===== src/rtl/morse_pkg.sv =====
// ============================================================================
// morse_pkg : shared constants, state encoding and ROM record for the Morse TX
// Optional build macro: MORSE_DIGITS_EN (adds 5-element digit codes)
// Revision: 1.0
// ============================================================================
`default_nettype none

package morse_pkg;

    localparam logic [1:0] MORSE_NONE = 2'b00;
    localparam logic [1:0] MORSE_DOT  = 2'b01;
    localparam logic [1:0] MORSE_DASH = 2'b10;

    localparam logic [2:0] DOT_UNITS        = 3'd1;
    localparam logic [2:0] DASH_UNITS       = 3'd3;
    localparam logic [2:0] ELEM_GAP_UNITS   = 3'd1;
    localparam logic [2:0] CHAR_GAP_UNITS   = 3'd3;
    localparam logic [2:0] WORD_EXTRA_UNITS = 3'd4;

`ifdef MORSE_DIGITS_EN
    localparam int MAX_ELEMS = 5;
`else
    localparam int MAX_ELEMS = 4;
`endif

    localparam int PAT_W = MAX_ELEMS;

    typedef enum logic [2:0] {
        ST_IDLE     = 3'd0,
        ST_MARK     = 3'd1,
        ST_ELEM_GAP = 3'd2,
        ST_CHAR_GAP = 3'd3,
        ST_WORD_GAP = 3'd4
    } state_t;

    // pattern is left-aligned: element 0 sits in the MSB, 1 = dash
    typedef struct packed {
        logic             valid;
        logic             is_space;
        logic [2:0]       len;
        logic [PAT_W-1:0] pattern;
    } rom_out_t;

endpackage

`default_nettype wire


===== src/rtl/morse_encoder_if.sv =====
// ============================================================================
// morse_encoder_if : character valid/ready handshake into the Morse encoder
// Revision: 1.0
// ============================================================================
`default_nettype none

interface morse_encoder_if;
    logic [7:0] char_in;
    logic       char_valid;
    logic       char_ready;

    modport master (output char_in, output char_valid, input  char_ready);
    modport slave  (input  char_in, input  char_valid, output char_ready);
endinterface

`default_nettype wire


===== src/rtl/morse_char_rom.sv =====
// ============================================================================
// morse_char_rom : combinational ASCII -> Morse code table (case-folded)
// Optional build macro: MORSE_DIGITS_EN (adds '0'-'9')
// Revision: 1.0
// ============================================================================
`default_nettype none

module morse_char_rom
    import morse_pkg::*;
(
    input  logic [7:0] char_in,
    output rom_out_t   rom_out
);

    logic [7:0] upper;
    logic [7:0] code;      // {len[2:0], right-aligned bits[4:0]}
    logic [4:0] aligned;

    always_comb begin
        upper = char_in;
        if (char_in >= "a" && char_in <= "z")
            upper = char_in - 8'h20;

        code = 8'h00;
        case (upper)
            "A": code = {3'd2, 5'b00001};
            "B": code = {3'd4, 5'b01000};
            "C": code = {3'd4, 5'b01010};
            "D": code = {3'd3, 5'b00100};
            "E": code = {3'd1, 5'b00000};
            "F": code = {3'd4, 5'b00010};
            "G": code = {3'd3, 5'b00110};
            "H": code = {3'd4, 5'b00000};
            "I": code = {3'd2, 5'b00000};
            "J": code = {3'd4, 5'b00111};
            "K": code = {3'd3, 5'b00101};
            "L": code = {3'd4, 5'b00100};
            "M": code = {3'd2, 5'b00011};
            "N": code = {3'd2, 5'b00010};
            "O": code = {3'd3, 5'b00111};
            "P": code = {3'd4, 5'b00110};
            "Q": code = {3'd4, 5'b01101};
            "R": code = {3'd3, 5'b00010};
            "S": code = {3'd3, 5'b00000};
            "T": code = {3'd1, 5'b00001};
            "U": code = {3'd3, 5'b00001};
            "V": code = {3'd4, 5'b00001};
            "W": code = {3'd3, 5'b00011};
            "X": code = {3'd4, 5'b01001};
            "Y": code = {3'd4, 5'b01011};
            "Z": code = {3'd4, 5'b01100};
`ifdef MORSE_DIGITS_EN
            "0": code = {3'd5, 5'b11111};
            "1": code = {3'd5, 5'b01111};
            "2": code = {3'd5, 5'b00111};
            "3": code = {3'd5, 5'b00011};
            "4": code = {3'd5, 5'b00001};
            "5": code = {3'd5, 5'b00000};
            "6": code = {3'd5, 5'b10000};
            "7": code = {3'd5, 5'b11000};
            "8": code = {3'd5, 5'b11100};
            "9": code = {3'd5, 5'b11110};
`endif
            default: code = 8'h00;
        endcase

        // left-align so the first element to send lands in the MSB
        aligned = code[4:0] << (3'd5 - code[7:5]);

        rom_out.is_space = (upper == 8'h20);
        rom_out.valid    = (code[7:5] != 3'd0) || rom_out.is_space;
        rom_out.len      = code[7:5];
        rom_out.pattern  = aligned[4 -: PAT_W];
    end

endmodule

`default_nettype wire


===== src/rtl/morse_encoder.sv =====
// ============================================================================
// morse_encoder : ASCII character stream -> timed Morse key and element strobes
// Optional build macro: MORSE_DIGITS_EN (digits '0'-'9' become encodable)
// Revision: 1.0
// ============================================================================
`default_nettype none

module morse_encoder
    import morse_pkg::*;
#(
    parameter int UNIT_CYCLES = 4,
    parameter int CNT_W       = 16
) (
    input  logic            clk,
    input  logic            rst_n,
    morse_encoder_if.slave  ch,
    output logic            key_out,
    output logic [1:0]      morse_signal,
    output logic            busy,
    output logic            char_err
);

    localparam logic [CNT_W-1:0] UNIT_LAST = CNT_W'(UNIT_CYCLES - 1);

    state_t           state;
    logic [CNT_W-1:0] cycle_cnt;
    logic [2:0]       unit_cnt;
    logic [2:0]       elem_idx;
    logic [2:0]       len;
    logic [PAT_W-1:0] pattern;   // shifted left as elements are consumed

    rom_out_t         rom;
    logic [2:0]       state_units;
    logic             unit_end;
    logic             state_done;
    logic             last_elem;
    logic             accept;

    morse_char_rom u_rom (
        .char_in (ch.char_in),
        .rom_out (rom)
    );

    always_comb begin
        state_units = DOT_UNITS;
        case (state)
            ST_MARK:     state_units = pattern[PAT_W-1] ? DASH_UNITS : DOT_UNITS;
            ST_ELEM_GAP: state_units = ELEM_GAP_UNITS;
            ST_CHAR_GAP: state_units = CHAR_GAP_UNITS;
            ST_WORD_GAP: state_units = WORD_EXTRA_UNITS;
            default:     state_units = DOT_UNITS;
        endcase
    end

    assign unit_end   = (cycle_cnt == UNIT_LAST);
    assign state_done = unit_end && (unit_cnt == state_units - 3'd1);
    assign last_elem  = (elem_idx == len - 3'd1);
    assign accept     = ch.char_valid && (state == ST_IDLE);

    assign ch.char_ready = (state == ST_IDLE);
    assign busy          = (state != ST_IDLE);

    always_ff @(posedge clk or negedge rst_n) begin
        if (!rst_n) begin
            state        <= ST_IDLE;
            cycle_cnt    <= '0;
            unit_cnt     <= '0;
            elem_idx     <= '0;
            len          <= '0;
            pattern      <= '0;
            key_out      <= 1'b0;
            morse_signal <= MORSE_NONE;
            char_err     <= 1'b0;
        end else begin
            morse_signal <= MORSE_NONE;
            char_err     <= 1'b0;

            // counters clear on every state change, so each state starts at 0/0
            if (state != ST_IDLE) begin
                if (state_done) begin
                    cycle_cnt <= '0;
                    unit_cnt  <= '0;
                end else if (unit_end) begin
                    cycle_cnt <= '0;
                    unit_cnt  <= unit_cnt + 3'd1;
                end else begin
                    cycle_cnt <= cycle_cnt + 1'b1;
                end
            end

            case (state)
                ST_IDLE: begin
                    if (accept) begin
                        if (rom.is_space) begin
                            state <= ST_WORD_GAP;
                        end else if (rom.valid) begin
                            state        <= ST_MARK;
                            key_out      <= 1'b1;
                            morse_signal <= rom.pattern[PAT_W-1] ? MORSE_DASH : MORSE_DOT;
                            pattern      <= rom.pattern;
                            len          <= rom.len;
                            elem_idx     <= '0;
                        end else begin
                            char_err <= 1'b1;
                        end
                    end
                end
                ST_MARK: begin
                    if (state_done) begin
                        key_out <= 1'b0;
                        state   <= last_elem ? ST_CHAR_GAP : ST_ELEM_GAP;
                    end
                end
                ST_ELEM_GAP: begin
                    if (state_done) begin
                        state        <= ST_MARK;
                        key_out      <= 1'b1;
                        morse_signal <= pattern[PAT_W-2] ? MORSE_DASH : MORSE_DOT;
                        pattern      <= pattern << 1;
                        elem_idx     <= elem_idx + 3'd1;
                    end
                end
                ST_CHAR_GAP, ST_WORD_GAP: begin
                    if (state_done)
                        state <= ST_IDLE;
                end
                default: state <= ST_IDLE;
            endcase
        end
    end

endmodule

`default_nettype wire


===== src/flat_wrapper.sv =====
// flat-port wrapper written by rule: the top's interface ports become plain ports
module morse_encoder_flat import morse_pkg::*;
#(
    parameter int UNIT_CYCLES = 4,
    parameter int CNT_W       = 16
)
  (clk, rst_n, key_out, morse_signal, busy, char_err, ch_char_in, ch_char_valid, ch_char_ready);
  morse_encoder_if ch_i ();
  input  logic clk;
  input  logic rst_n;
  output logic key_out;
  output logic [1:0] morse_signal;
  output logic busy;
  output logic char_err;
  input wire logic [$bits(ch_i.char_in)-1:0] ch_char_in;
  input wire logic [$bits(ch_i.char_valid)-1:0] ch_char_valid;
  output wire logic [$bits(ch_i.char_ready)-1:0] ch_char_ready;
  assign ch_i.char_in = ch_char_in;
  assign ch_i.char_valid = ch_char_valid;
  assign ch_char_ready = ch_i.char_ready;
  morse_encoder #(.UNIT_CYCLES(UNIT_CYCLES), .CNT_W(CNT_W)) u_core (.clk(clk), .rst_n(rst_n), .ch(ch_i), .key_out(key_out), .morse_signal(morse_signal), .busy(busy), .char_err(char_err));
endmodule

===== config.mk =====
export PLATFORM = sky130hd
export DESIGN_NAME = morse_encoder_flat
export DESIGN_NICKNAME = d
export VERILOG_FILES = /design/src/rtl/morse_pkg.sv /design/src/rtl/morse_encoder_if.sv /design/src/rtl/morse_char_rom.sv /design/src/rtl/morse_encoder.sv /design/src/flat_wrapper.sv
export SDC_FILE = /design/constraint.sdc
export NUM_CORES = 1
export LEC_CHECK = 0
export BUFFER_PORTS_ARGS = -buffer_cell sky130_fd_sc_hd__buf_2
export CAP_MARGIN = 5
export CORE_UTILIZATION = 35
export DETAILED_ROUTE_END_ITERATION = 8
export SLEW_MARGIN = 20
export SYNTH_ARGS = -nofsm -noshare
export SYNTH_HDL_FRONTEND = slang
export SYNTH_SLANG_ARGS = --single-unit

===== constraint.sdc =====
create_clock -name clk -period 2.86 [get_ports clk]
set_input_delay 0.572 -clock clk [delete_from_list [all_inputs] [get_ports clk]]
set_output_delay 0.572 -clock clk [all_outputs]
set_load 0.01 [all_outputs]

==> results of run 1 <==
stage by stage:
stage	hold WS (ns)	instance area [um^2]
CTS	0.394	2830
finish	0.364	2830
global placement	0.465	2750
global route	0.430	2830
detailed placement	0.470	2750
floorplan	0.276	2540
power by group:
| part | internal [mW] | leakage [nW] | switching (mW) |
|---|---|---|---|
| registers | 0.653 | 0.463 | 0.143 |
| clock network | 0.170 | 0.0479 | 0.191 |
| logic | 0.336 | 0.729 | 0.404 |
| total | 1.16 | 1.24 | 0.738 |
metal layers:
layer / wire, um / share of wire [%] / vias to the layer above / global-route usage (%)
met1: 2560 / 48 / 986 / 19.3
met4: 65 / 1.2 / 0 / 4.92
met2: 2570 / 48 / 24 / 26.8
met5: 0 / 0 / - / 0
li1: - / - / 1047 / -
met3: 134 / 2.5 / 7 / 2.75
synth_stat cells, types with 4 or more instances:
master / instances
sky130_fd_sc_hd__dfrtp_1: 36
sky130_fd_sc_hd__nand2_1: 28
sky130_fd_sc_hd__inv_1: 16
sky130_fd_sc_hd__nor2_1: 16
sky130_fd_sc_hd__o21ai_0: 16
sky130_fd_sc_hd__nand3_1: 14
sky130_fd_sc_hd__ha_1: 12
sky130_fd_sc_hd__nor3_1: 12
sky130_fd_sc_hd__xnor2_1: 12
sky130_fd_sc_hd__nand2b_1: 10
sky130_fd_sc_hd__xor2_1: 8
sky130_fd_sc_hd__nand4_1: 6
sky130_fd_sc_hd__nor2b_1: 6
sky130_fd_sc_hd__a21oi_1: 5
sky130_fd_sc_hd__a31oi_1: 5
sky130_fd_sc_hd__a21o_1: 4
sky130_fd_sc_hd__buf_2: 4
sky130_fd_sc_hd__o211ai_1: 4
sky130_fd_sc_hd__or3_1: 4
logic make-up after synthesis:
logic type,after synthesis
and+or+nand+nor,114
AOI/OAI and AO/OA,64
DFF,36
buffers and inverters,28
xor gates and xnor gates,20
adders and majority gates,12
muxes,4
registers in the layout, indices dropped and copies added (netlist names):
signal	cells
u_core.elem_idx	3
u_core.len	3
u_core.cycle_cnt	16
u_core.pattern	4
u_core.state	3
u_core.morse_signal	2
u_core.unit_cnt	3
u_core.char_err	1
u_core.key_out	1
layout by cell type (no fill, tap or decap), drive strengths merged, types with 2 or more instances in the layout:
master | synthesis | layout
nand2 | 28 | 28
or2 | 3 | 3
o211ai | 4 | 4
clkinv | 0 | 3
nand2b | 10 | 10
ha | 12 | 12
nand3b | 3 | 3
xnor2 | 12 | 12
nand4bb | 2 | 2
a211oi | 4 | 4
nand3 | 14 | 14
nand4 | 6 | 6
buf | 9 | 27
o21ai | 19 | 19
nor3 | 12 | 12
a21o | 4 | 4
a22o | 2 | 2
clkbuf | 3 | 5
a41oi | 2 | 2
a31oi | 6 | 6
mux2 | 2 | 2
and4 | 2 | 2
xor2 | 8 | 8
a21oi | 5 | 5
o21bai | 2 | 2
dfrtp | 36 | 36
nor4 | 3 | 3
inv | 16 | 16
or3 | 4 | 4
nor2b | 6 | 6
nor2 | 16 | 16
and3 | 2 | 2
final cells by class:
| class | count | area, um^2 | share of cell area, % |
|---|---|---|---|
| Sequential cell | 36 | 901 | 31.8 |
| Clock inverter | 3 | 18.8 | 0.662 |
| Inverter | 16 | 60.1 | 2.12 |
| Clock buffer | 5 | 68.8 | 2.43 |
| Multi-Input combinational cell | 214 | 1500 | 53.0 |
| Timing Repair Buffer | 27 | 163 | 5.74 |
| Tap cell | 96 | 120 | 4.24 |
path summary, 6_finish.rpt:
| path | from | end | slack, ns | cells after the start |
|---|---|---|---|---|
| min in group clk | u_core.cycle_cnt[15]$_DFFE_PN0N_ | u_core.cycle_cnt[15]$_DFFE_PN0N_ | 0.48 | 1 |
| max reg2reg | u_core.state[2]$_DFFE_PN0P_ | u_core.morse_signal[0]$_DFF_PN0_ | 0.25 | 9 |
| min | rst_n | u_core.cycle_cnt[0]$_DFFE_PN0N_ | 0.36 | 1 |
| max | u_core.state[2]$_DFFE_PN0P_ | u_core.morse_signal[0]$_DFF_PN0_ | 0.25 | 9 |
| min reg2reg | u_core.cycle_cnt[15]$_DFFE_PN0N_ | u_core.cycle_cnt[15]$_DFFE_PN0N_ | 0.48 | 1 |
| max in group asynchronous | rst_n | u_core.len[0]$_DFFE_PN0P_ | 1.99 | 1 |
==> results.txt, run 1 <==
- The clock period could shrink to approximately 2.6 ns.
* Largest cells by area after synthesis: sky130_fd_sc_hd__dfrtp_1 (35%), sky130_fd_sc_hd__ha_1 (5.9%), sky130_fd_sc_hd__nand2_1 (4.1%), sky130_fd_sc_hd__xnor2_1 (4.1%), sky130_fd_sc_hd__o21ai_0 (3.1%)
- Prior to clock tree synthesis, the placed netlist has a worst setup slack of 0.176 ns.
* Vias per cell: around 5.2
* Via Count: slightly above 2000
- First drt pass iteration count: 4
* Ports: 17
- Summing the areas of all compound-gate instances in the mapped netlist gives between 10% and 20% of the synthesized area.
- Summing the areas of all xor and xnor instances in the mapped netlist gives slightly below 7% of the synthesized area.
- Yosys mapped the design onto 60 distinct sky130hd cell types.
* Post-synthesis share of cell area spent on and, or, nand and nor gates: around a quarter
* Layout cell share with drive strength beyond 1: approximately 16%
- The number of max-slew violations in the final report is 0.
- Vert. Die Dim: just under 90 um
- Main combinational cell family by area after synthesis: simple AND/OR/NAND/NOR gates
- Category of the critical setup timing path: flip-flop to flip-flop
- Clock skew on the completed layout was measured at between 0.01 and 0.015 ns.
* CTS H-tree depth: 2
* Synth top area share: approximately 35%
- Overall fraction of global-route tracks in use: about 15%
- Across the run, the number of max-cap violations was 0.
- Post-route fraction of the period consumed by the critical path: about nine tenths
- Setup violations remaining at the end of the flow were counted as 0.
- TritonCTS built the clock tree.
- The slowest stage of the critical path is the sky130_fd_sc_hd__dfrtp_1 cell.
* Largest stage delay on the critical path: 0.50 ns
* Clock tree buffer depth: 2
* Post-synthesis adder-cell area fraction: 5.90%
- Setup repair after global routing left no endpoint under its margin.
* Horizontal extent of the die: 87.3 um
- Clock Tree Root: sky130_fd_sc_hd__clkbuf_8
- Grouping stages by cell kind, the critical path spends the most delay in simple AND/OR/NAND/NOR gates.
- Syn_nets: about 300
- Initial drt markers: roughly 110
- Leakage: roughly 1.2 nW
- The flow ran to the end, and the final reports show no timing, DRC or antenna violations.
- IR drop worst, VDD: between 0.2 and 0.3 mV
- Initial antenna violation count: 0
- Yosys reg bits: 36
- Gates resized, CTS repair: 0
* Cell total after placement: just under 400
* Worst EP arrival: between 2 and 3 ns
- EDFF count, synth: 0
- Clock-pin slew was measured on the worst setup and hold paths at around 0.080 ns.
- Traced cell by cell, the critical path runs through nor3b_1, ha_1, xor2_1, or3_1, a211oi_2, buf_4, nand3_1, o32ai_1, or2_2.
* Diode insertion count for antenna repair: 0
- Overflow left after global routing: 0
- Number of clock sinks seen by CTS: 36
- DRC errors left: 0
- Gate Count Post-Synth: 278
* Number of buffers inserted to repair setup after CTS: 0
- The worst setup path is launched from a flip-flop.
- At the pin with the least slew margin, the transition time is 0.804 ns.
* Library cell with the largest summed area after synthesis: sky130_fd_sc_hd__dfrtp_1
- The first global-routing pass estimated approximately 9200 um of wire.
- Data required time at the worst endpoint: ~3.1 ns
- During synthesis, Yosys emitted a total of 0 warnings.
- Overall die area: approximately 0.0076 mm^2
- Buffers placed on the I/O ports in this run total 16.
- Headroom to the max-slew limit came out at 46.4%.
* Biggest fanout along the worst timing path: 13
- Overall power consumption after layout is estimated at roughly 1.9 mW.
- Routed wirelength normalized by instance count: 13.4 um
* Core Util, Final: roughly 40%
- Post-synthesis average cell area: around 9.1 um^2
- Detailed placement ended at an HPWL of around 3900 um.
- TritonCTS Buffers: 5
* Area growth from synthesis to layout: 11.4%
- Routability cong.: between 0.8 and 0.9
- Final-stage net count: about 320
- FMAX: around 380 MHz
* Routed wire length: 5340 um
- Starting density of the core: between 30% and 40%
- The number of buffers and inverters on the critical path is 1.
* Setup WS post-layout: approximately 0.25 ns
- Hold violation count in the final report: 0
* Hold buffer count at CTS: 0
- For this run, asynchronously set or reset flops after synthesis account for 100%.
- Clock latency reported for the late side of the worst-skew pair: approximately 0.29 ns
- The count of nets left with antenna violations once routing finished came out at 0.
- In the final timing run, aggregate negative setup slack is 0 ns.
- The initialized floorplan defines 30 standard-cell rows.
* Pin count of the biggest net entering global routing: 37
* Share of synthesized area spent on multiplexers: 2.31%
- The worst hold path belongs to the class primary input to asynchronous set/reset pin.
* Endpoint class of the critical path: flip-flop
* Power density of the placed cells: 669 mW/mm^2
* Filler instances: ~730
- The core region is 0.00691 mm^2.
- Cell area after synthesis: between 0.002 and 0.003 mm^2
* Share of synthesized area occupied by flip-flops and latches: 35.4%
* Non-filler instance count after layout: around 400
- The via count of the first global-routing pass was just over 2000.
- Most used DFF post-synth: sky130_fd_sc_hd__dfrtp_1
Power figures use the tool's default switching activity.
==> run 2: changes to the inputs <==
--- a/config.mk
+++ b/config.mk
@@ -12,4 +12,5 @@
 export SLEW_MARGIN = 20
 export SYNTH_ARGS = -nofsm -noshare
 export SYNTH_HDL_FRONTEND = slang
+export SYNTH_HIERARCHICAL = 1
 export SYNTH_SLANG_ARGS = --single-unit
==> run 2 against run 1 <==
Compared with the run above:
- area after synthesis grew 0.54%
- setup slack lost 0.019 ns
- first-iteration DRC count shrank 43%
- register-to-register slack lost 0.02 ns
- total power shrank 7.4%
- via count shrank 2.1%
- combinational power shrank 31%
- worst hold slack lost 0.011 ns
- clock skew shrank 0.0051 ns
- sequential share of layout area shrank 0.93 points
- flip-flop and latch count is the same
- synthesized cell count shrank 1.4%
==> results.txt, run 2 <==
* Yosys reg bits: 36
- Reg2Reg Capture Point: u_core/state[1]$_DFFE_PN0P_
- 17 I/O pins were placed.
- Worst setup path startpoint: u_core/state[0]$_DFFE_PN0P_
* Syn_nets: 297
- Overflow left after global routing: 0
- Routability cong.: 0.813
* Via count of the first global-routing pass: just under 2000
- In this run the worst setup path terminates at u_core/state[1]$_DFFE_PN0P_.
* Initial antenna violation count: 0
- Clock latency reported for the late side of the worst-skew pair: about 0.29 ns
* Biggest fanout along the worst timing path: 10
* Hold_ws: between 0.3 and 0.4 ns
- 0 antenna diodes ended up in the layout.
- Total of buffers placed on input and output ports: 16
- Sw Share: roughly a third
- Final-stage net count: 321
- Unrepaired setup endpoints after global routing: false
- Switching power: between 0.5 and 0.6 mW
- Data required time at the worst endpoint: slightly above 3 ns
- Via Count: 2020
* Comb power frac: ~29%
- For this configuration, the core starts out at a cell density of between 30% and 40%.
- Headroom to the max-slew limit came out at about half.
- Area growth from synthesis to layout: 14.1%
- Run status: finished, final reports clean
* Gate Count Post-Synth: approximately 270
- Clock-pin slew reported for the worst setup and hold paths after clock tree synthesis: ~0.070 ns
- The largest registers in the layout are u_core/cycle_cnt: 16 flops, u_core/pattern: 4 flops.
- Total of endpoints with negative setup slack in the final report: 0
* Clock tree from TritonCTS: done
* Worst flop-to-flop path startpoint: u_core/state[0]$_DFFE_PN0P_
- In this run, flip-flops and latches consume a little over two fifths of the power.
* Site Rows: 30
- After layout, the minimum clock period comes to between 2 and 3 ns.
- First drt pass iteration count: 4
- u_core/cycle_cnt holds more flip-flops than any other register.
- Summed negative setup slack over all endpoints: 0 ns
* Number of max-capacitance violations reported: 0
* IR drop worst, VDD: 0.255 mV
* FF-to-FF path depth: 8
* Number of flip-flops under the largest register name: 16
- The total area inside the core boundary comes to around 0.0069 mm^2.
- The library cell used most frequently in the layout, excluding fill and tap cells, is sky130_fd_sc_hd__dfrtp_1.
- By instance count, the leading cell after synthesis is sky130_fd_sc_hd__dfrtp_1.
- Including well taps, the total number of placed cells is between 300 and 400.
* Non-filler instance count after layout: just under 400
- DRC errors left: 0
* Actual slew at the worst max-slew pin: between 0.7 and 0.8 ns
* EDFF count, synth: 0
- Overall die area: about 0.0077 mm^2
- Averaged over all synthesized cells, the footprint is 9.33 um^2.
* Fin Clk Skew: around 0.006 ns
- In this run the deepest clock path goes through 2 buffers.
* Final Max Tran Viols: 0
* Initial drt markers: between 60 and 70
- Synth top area share: 35.2%
- Data arrives at the worst endpoint at around 2.8 ns.
- Internal power: 1.18 mW
- Wire length of the first global-routing pass: approximately 9000 um
* Library cell with the largest summed area after synthesis: sky130_fd_sc_hd__dfrtp_1
- Summed over all layers, the routed wires come to 5110 um.
- Counting distinct cell types in the post-synthesis netlist gives 59.
- Half-perimeter wire length of the detailed placement result: 3750 um
- Core Util, Final: a little over two fifths
- In this run the register-to-register setup slack is 0.23 ns.
* CTS H-tree depth: 2
- The die is between 80 and 90 um wide.
- Commonest non-fill, non-tap cells in the layout: sky130_fd_sc_hd__dfrtp_1 (36), sky130_fd_sc_hd__nand2_1 (26), sky130_fd_sc_hd__buf_2 (16), sky130_fd_sc_hd__nor2_1 (16), sky130_fd_sc_hd__inv_1 (15)
- The worst setup path is captured at a flip-flop.
- Layout cell share with drive strength beyond 1: approximately 19%
- In this run the static leakage power is about 1.3 nW.
* Power density of the placed cells: ~600 mW/mm^2
- Proportion of synthesized flip-flops having asynchronous set or reset: 100%
* Number of warnings printed during yosys synthesis: 6
* Hold violation count in the final report: 0
- Most used DFF post-synth: sky130_fd_sc_hd__dfrtp_1
- Routed wirelength normalized by instance count: approximately 13 um
- The tightest min-delay check is of the primary input to asynchronous set/reset pin type.
- Kind of start point of the critical path: flip-flop
- Of the synthesized area, sequential elements account for a little over a third.
* Largest cells by area after synthesis: sky130_fd_sc_hd__dfrtp_1 (35%), sky130_fd_sc_hd__ha_1 (5.9%), sky130_fd_sc_hd__nand2_1 (3.8%), sky130_fd_sc_hd__xnor2_1 (3.4%), sky130_fd_sc_hd__xor2_1 (3.1%)
- Counting every sink on the clock net gives 36.
- Entering global routing, the biggest net connects 37 pins.
- Vias per cell: roughly 5
- The commonest cells after synthesis are sky130_fd_sc_hd__dfrtp_1 (36), sky130_fd_sc_hd__nand2_1 (26), sky130_fd_sc_hd__nor2_1 (16).
- In this run the clock root is driven by a sky130_fd_sc_hd__clkbuf_8.
- Category of the critical setup timing path: flip-flop to flip-flop
- The die is slightly below 90 um tall.
- In this run the remaining antenna-violating nets after routing total 0.
* Portion of total power attributed to the clock network: roughly 28%
- The number of hold buffers added after CTS was 0.
- The mapped netlist covers 0.00256 mm^2.
- In the finished design, the share of the clock period the worst path needs comes to 91.8%.
- For this run, the top clock speed supported by timing is between 300 and 400 MHz.
- For this run, the total global-route usage over all layers was measured as between 10% and 20%.
- The number of clock buffers added by TritonCTS is 5.
[run 2: changes by cell type in the layout (fill, tap and decap cells not counted), moves of 4 or more]
| cell | change |
|---|---|
| sky130_fd_sc_hd__a21oi_1 | +6 |
| sky130_fd_sc_hd__and3_1 | +6 |
| sky130_fd_sc_hd__mux2i_1 | +5 |
| sky130_fd_sc_hd__nand2b_1 | -4 |
| sky130_fd_sc_hd__nand3_1 | -4 |
| sky130_fd_sc_hd__nor3_1 | -8 |
| sky130_fd_sc_hd__o21ai_0 | -5 |
[run 2: through the flow]
stage               setup slack [ns]  cell area [um^2]  power [mW]
floorplan                     0.0169              2560        1.13
global placement              0.0703              2780        1.25
detailed placement           -0.0148              2780        1.27
CTS                            0.234              2910        1.77
global route                  0.0545              2920        1.89
finish                         0.234              2920        1.76
[run 2: cell families after synthesis]
logic type,after synthesis,synth area share [%]
buffers and inverters,30,6.31
and+or+nand+nor,110,24.7
muxes,11,4.55
AOI/OAI and AO/OA,56,16.9
adders and majority gates,12,5.87
DFF,36,35.2
xor gates and xnor gates,19,6.51
[run 2: worst min path at each step]
stage                             startpoint                          endpoint  slack [ns]
2_1_floorplan                          rst_n         u_core/char_err$_DFF_PN0_        0.28
3_3_place_gp   u_core/pattern[2]$_DFFE_PN0P_  u_core/morse_signal[0]$_DFF_PN0_        0.47
3_5_place_dp   u_core/pattern[2]$_DFFE_PN0P_  u_core/morse_signal[0]$_DFF_PN0_        0.47
4_1_cts                                rst_n  u_core/cycle_cnt[10]$_DFFE_PN0N_        0.39
5_1_grt                                rst_n  u_core/cycle_cnt[10]$_DFFE_PN0N_        0.42
6_report                               rst_n  u_core/cycle_cnt[10]$_DFFE_PN0N_        0.35
[run 2: timing repair]
| item | 4_1_cts | 5_1_grt |
|---|---|---|
| buffers inserted | 0 | 0 |
| resized for setup | 0 | 1 |
| endpoints found under the setup margin | 0 | 2 |
| endpoints found under the hold margin | 0 | 0 |
[run 2: power by group through the flow]
stage	logic, mW	registers (mW)	clock network, mW
finish	0.511	0.750	0.495
global route	0.592	0.770	0.526
CTS	0.515	0.746	0.508
detailed placement	0.512	0.753	0
global placement	0.496	0.752	0
floorplan	0.416	0.715	0
[run 2: worst max-delay path, stage by stage (launching register included)]
cell	delay, ns
sky130_fd_sc_hd__dfrtp_1	0.49
sky130_fd_sc_hd__nor2b_1	0.21
sky130_fd_sc_hd__o21ai_0	0.14
sky130_fd_sc_hd__ha_1	0.31
sky130_fd_sc_hd__xor2_1	0.20
sky130_fd_sc_hd__nor4b_2	0.48
sky130_fd_sc_hd__o21ai_4	0.18
sky130_fd_sc_hd__or3b_1	0.41
sky130_fd_sc_hd__a21oi_1	0.14
[run 2: per-layer routing]
| layer | vias up | global-route usage, % | wire length (um) |
|---|---|---|---|
| met5 | - | 0 | 0 |
| met4 | 0 | 4.92 | 63 |
| met3 | 7 | 3.22 | 145 |
| met2 | 23 | 22.3 | 2190 |
| met1 | 961 | 20.9 | 2710 |
| li1 | 1029 | - | - |
[run 2: area by class of cell]
type / instances / area, um^2
clock inverter: 1 / 30.0
clock buffer: 7 / 96.3
multi-input combinational: 208 / 1510
sequential: 36 / 901
tap: 96 / 120
fill: 714 / 4030
timing repair buffer: 31 / 205
inverter: 16 / 60.1
